**src/rtl/ps2_move_queue.sv**
```systemverilog
// ps2_move_queue: decodes PS/2 set-2 scancodes into cube moves (F B L R Top D).
// It also tracks shift (prime) and key-held state, and queues moves in a small FIFO.
// Ports:
//   CLOCK_50, reset (async, active-high)
//   scancode/ps2_rec : byte in, qualified by the strobe
//   flush            : synchronous queue clear
//   move_ready       : consumer handshake
//   move_valid, move_sel, move_prime : head of queue
//   fifo_count       : number of entries
//   overflow         : a move was dropped
module ps2_move_queue #(
    parameter int FIFO_DEPTH = 4,
    parameter int CW = $clog2(FIFO_DEPTH) + 1
) (
    input  logic          CLOCK_50,
    input  logic          reset,
    input  logic [7:0]    scancode,
    input  logic          ps2_rec,
    input  logic          flush,
    input  logic          move_ready,
    output logic          move_valid,
    output logic [2:0]    move_sel,
    output logic          move_prime,
    output logic [CW-1:0] fifo_count,
    output logic          overflow
);
    localparam int PW = $clog2(FIFO_DEPTH);

    typedef enum logic [1:0] {
        IDLE,
        BRK,
        EXT,
        EXT_BRK
    } state_t;

    state_t        state;
    state_t        state_next;
    logic          lshift;
    logic          rshift;
    logic [5:0]    held;
    logic [3:0]    mem [FIFO_DEPTH];
    logic [PW-1:0] wr_ptr;
    logic [PW-1:0] rd_ptr;

    logic          is_make;
    logic          is_break;
    logic          key_hit;
    logic [2:0]    key_sel;
    logic [5:0]    key_bit;
    logic          push;
    logic          pop;
    logic          full;
    logic          do_push;
    logic          do_ovf;

    // Prefix FSM
    always_ff @(posedge CLOCK_50 or posedge reset) begin
        if (reset) begin
            state <= IDLE;
        end else begin
            state <= state_next;
        end
    end

    always_comb begin
        state_next = state;
        if (ps2_rec) begin
            unique case (state)
                IDLE: begin
                    if (scancode == 8'hF0) begin
                        state_next = BRK;
                    end else if (scancode == 8'hE0) begin
                        state_next = EXT;
                    end
                end
                BRK: state_next = IDLE;
                EXT: begin
                    if (scancode == 8'hF0) begin
                        state_next = EXT_BRK;
                    end else if (scancode != 8'hE0) begin
                        state_next = IDLE;
                    end
                end
                EXT_BRK: state_next = IDLE;
                default: state_next = IDLE;
            endcase
        end
    end

    // Only unprefixed make/break codes reach the key logic; E0 sequences never do.
    assign is_make = ps2_rec && (state == IDLE)
                     && (scancode != 8'hF0) && (scancode != 8'hE0);
    assign is_break = ps2_rec && (state == BRK);

    always_comb begin
        key_hit = 1'b1;
        key_sel = 3'd0;
        case (scancode)
            8'h2B: key_sel = 3'd0;
            8'h32: key_sel = 3'd1;
            8'h4B: key_sel = 3'd2;
            8'h2D: key_sel = 3'd3;
            8'h3C: key_sel = 3'd4;
            8'h23: key_sel = 3'd5;
            default: key_hit = 1'b0;
        endcase
    end

    assign key_bit = 6'd1 << key_sel;

    // A make code for a key that is still held is a typematic repeat.
    // Such a repeat must not enqueue another move.
    assign push = is_make && key_hit && ((held & key_bit) == 6'd0);

    always_ff @(posedge CLOCK_50 or posedge reset) begin
        if (reset) begin
            lshift <= 1'b0;
            rshift <= 1'b0;
            held   <= 6'd0;
        end else begin
            if (is_make) begin
                if (scancode == 8'h12) lshift <= 1'b1;
                if (scancode == 8'h59) rshift <= 1'b1;
                if (key_hit) held <= held | key_bit;
            end
            if (is_break) begin
                if (scancode == 8'h12) lshift <= 1'b0;
                if (scancode == 8'h59) rshift <= 1'b0;
                if (key_hit) held <= held & ~key_bit;
            end
        end
    end

    // Move FIFO
    assign move_valid = (fifo_count != '0);
    assign full       = (fifo_count == CW'(FIFO_DEPTH));
    assign pop        = move_valid && move_ready;
    // When the queue is full, a simultaneous pop frees the slot being written.
    assign do_push    = push && !flush && (!full || pop);
    assign do_ovf     = push && !flush && full && !pop;

    always_ff @(posedge CLOCK_50) begin
        if (do_push) begin
            mem[wr_ptr] <= {lshift | rshift, key_sel};
        end
    end

    always_ff @(posedge CLOCK_50 or posedge reset) begin
        if (reset) begin
            wr_ptr     <= '0;
            rd_ptr     <= '0;
            fifo_count <= '0;
            overflow   <= 1'b0;
        end else begin
            overflow <= do_ovf;
            if (flush) begin
                wr_ptr     <= '0;
                rd_ptr     <= '0;
                fifo_count <= '0;
            end else begin
                if (do_push) wr_ptr <= wr_ptr + PW'(1);
                if (pop) rd_ptr <= rd_ptr + PW'(1);
                if (do_push && !pop) begin
                    fifo_count <= fifo_count + CW'(1);
                end else if (pop && !do_push) begin
                    fifo_count <= fifo_count - CW'(1);
                end
            end
        end
    end

    assign move_sel   = move_valid ? mem[rd_ptr][2:0] : 3'b110;
    assign move_prime = move_valid ? mem[rd_ptr][3] : 1'b0;

endmodule

```
**config.mk**
```make
export PLATFORM = sky130hd
export DESIGN_NAME = ps2_move_queue
export DESIGN_NICKNAME = d
export VERILOG_FILES = /design/src/rtl/ps2_move_queue.sv
export SDC_FILE = /design/constraint.sdc
export NUM_CORES = 1
export LEC_CHECK = 0
export BUFFER_PORTS_ARGS = -buffer_cell sky130_fd_sc_hd__buf_2
export CAP_MARGIN = 0
export CORE_MARGIN = 2
export CORE_UTILIZATION = 50
export CTS_CLUSTER_SIZE = 10
export DETAILED_ROUTE_END_ITERATION = 8
export PLACE_DENSITY = 0.78
export SKIP_CTS_REPAIR_TIMING = 1
export SYNTH_ARGS = -nofsm -noshare
export SYNTH_HDL_FRONTEND = slang
export SYNTH_SLANG_ARGS = --single-unit
```
**constraint.sdc**
```tcl
create_clock -name CLOCK_50 -period 2.7 [get_ports CLOCK_50]
set_input_delay 0.27 -clock CLOCK_50 [delete_from_list [all_inputs] [get_ports CLOCK_50]]
set_output_delay 0.27 -clock CLOCK_50 [all_outputs]
set_load 0.05 [all_outputs]
```
==> impl_results.md <==
- Status: finished, final reports clean
- Reg2Reg Setup Slack: 0.11 ns
- Residual DRC: 0
- Worst-path cell chain: nand2b_4, or3_1, a211o_1, nor3b_4, and3_4, fa_2, nor3_1, mux2_1, a311oi_1, o21ai_1
- CP required: 2.87 ns
- Worst path slowest cell: dfrtp_1
- Root Buffer: clkbuf_8
- Die extent in x: around 66 µm
- Critical R2R Launch: state[1]$_DFFE_PP0P_
- ANT cells: 0
- Largest cells by area after synthesis: edfxtp_1, dfrtp_1, mux4_2
- First-pass GRT wire length: 6.82 mm
- # setup viols final: 0
- Total routed wirelength: 4.06 mm
- Design Area, Final: about 2300 µm²
- Die Y: approximately 66 µm
- Initial antenna violation count: 0
- Vias per cell: 5.77
- Post-route insts no fill: 258
- Clk pin slew, worst setup/hold paths: 0.07 ns
- I/O Buffers: 21
- Critical path class: flop to flop
- Worst slew pin tran: around 0.85 ns
- Post-route ant nets: 0
- Place WS: -0.146 ns
- Clk_skew: around 0.0038 ns
- Worst Setup End Kind: flop
- Remaining Overflow, GRT: 0
- CTS buffer count: 5
- Htree depth: 2
- Max stage delay on crit path: 0.38 ns
- Sequential fraction of the synthesis area: 49.1%
- Sink Count: 34
- DP HPWL: ~3.0 mm
- Skew-Pair Late Insertion Delay: 0.29 ns
- Most common library cells after synthesis: dfrtp_1, edfxtp_1, a21oi_1
- Hold crit path type: primary input to asynchronous set/reset pin
- Setup crit start kind: flop
- Total number of vias: 1489
- EDFF count, synth: 16
- Effective utilization at floorplan: 51.8%
- Row count: 22
- Final #Nets: 227
- CTS tree: yes
- Slew Limit Headroom: 43.0%
- Area leader, netlist: edfxtp_1
- Average size of a mapped cell: about 11 µm²
- 1st-pass router iterations: 4
- # placed instances: 250
- Leak pwr: 0.950 nW
- Post-synth cell types: 48
- P&R area growth vs syn: 19.3%
- Max FO, Critical Path: 4
- CORE AREA: 3660 µm²
- Max Transition Viols Final: 0
- Pwr dens: about 470 nW/µm²
- Seq cells post-synth: 34
- Worst Reg-to-Reg Cells: 10
- Final Hold Fails: 0
- Fin crit share: between 90% and 100%
- Top FF cell, synth: dfrtp_1
- Share of layout cells above drive strength 1: 32.4%
- Syn nets: 190
- Highest clock rate: 0.387 GHz
- Clk buf depth: 2
- Synth top area share: 25.3%
- CP arrival: about 2.8 ns
- Max_cap viols: 0
- Worst R2R End: fifo_count[2]$_DFFE_PP0P_
- Worst Slack Setup Final: between 0.1 and 0.15 ns
- Count leader, synth: dfrtp_1
- Final core utilization: 61.8%
- Wirelength per Cell: 15.8 µm
- Die area: 4300 µm²
- Initial DRC count: 60
- Tmin final: 2.59 ns
- Post-Syn Area: roughly 1900 µm²
- Setup_tns: 0 ns
- I/O pin count: 22
- Placer Congestion: 0.853
- Ys async rst share: approximately 53%
- Largest net degree at the start of global routing: 19
- Vias in the first global route: 1482
- Global Route Usage Sum: a little over a fifth
- Synthesized instance count: 172
- Post-DP Area: about 2200 µm²
- Worst VDD drop: around 0.2 mV
- Ys Warns: 0
## per-layer routing
layer | GRT usage, % | wire length, µm
met4 | 7.55 | 53
met3 | 6.34 | 235
met2 | 37.8 | 2090
met1 | 25.3 | 1690
met5 | 0 | 0
## power breakdown
group / internal [mW] / switching (mW)
Sequential: 0.553 / 0.00954
Combinational: 0.0541 / 0.0811
Clock: 0.177 / 0.180
Total: 0.784 / 0.271
## cells in the final DEF (no fill, tap or decap), drive strengths merged, types with 3 or more instances in the layout
cell,netlist,final
clkbuf,6,6
inv,12,12
a31oi,4,4
nor3,5,5
mux4,4,4
nor2,12,12
edfxtp,16,16
ha,4,4
dfrtp,18,18
or2,5,5
nand3b,3,3
and3,7,7
buf,2,38
nor3b,4,4
a21oi,15,15
mux2,3,3
nand2,8,8
and2,4,4
nor4,6,6
## area by class of cell
class	instances	area [µm²]
Inverter	12	45.0
Fill cell	289	1400
Clock inverter	2	8.76
Multi-Input combinational cell	118	911
Timing Repair Buffer	38	233
Tap cell	48	60.1
Clock buffer	6	72.6
Sequential cell	34	932
## state kept, by name, indices dropped and copies added, names as in the netlist
name,flops
wr_ptr,2
rd_ptr,2
mem,16
held,6
lshift,1
overflow,1
fifo_count,3
rshift,1
state,2
## worst max-delay path, delay by kind of cell (launching register included)
family / cells / cell delay (ns)
muxes: 1 / 0.30
AOI/OAI and AO/OA: 3 / 0.65
DFF: 1 / 0.38
and+or+nand+nor: 5 / 0.93
adders and majority gates: 1 / 0.20
## worst max-delay path by stage
stage                                endpoint  depth (start not counted)            startpoint
floorplan           fifo_count[2]$_DFFE_PP0P_                         12           scancode[1]
global placement    fifo_count[2]$_DFFE_PP0P_                         13           scancode[7]
detailed placement  fifo_count[2]$_DFFE_PP0P_                         13           scancode[7]
CTS                 fifo_count[2]$_DFFE_PP0P_                         10  state[1]$_DFFE_PP0P_
global route        fifo_count[2]$_DFFE_PP0P_                         10  state[1]$_DFFE_PP0P_
finish              fifo_count[2]$_DFFE_PP0P_                         10  state[1]$_DFFE_PP0P_
## stage by stage
stage / hold slack [ns] / power, mW
after floorplan: 0.209 / 0.657
after global placement: 0.403 / 0.699
after detailed placement: 0.428 / 0.706
after CTS: 0.117 / 1.06
after global routing: 0.154 / 1.10
final: 0.0880 / 1.06
## cells by family (layout without fill, tap and decap cells)
kind of cell | after synthesis | in the layout | synth area share, %
simple gates | 67 | 67 | 22.0
compound gates | 35 | 35 | 12.7
flops | 34 | 34 | 49.1
buf+inv | 20 | 58 | 4.09
mux | 7 | 7 | 6.53
fa+ha+maj | 5 | 5 | 3.69
xor+xnor | 4 | 4 | 1.85
Power figures use the tool's default switching activity.
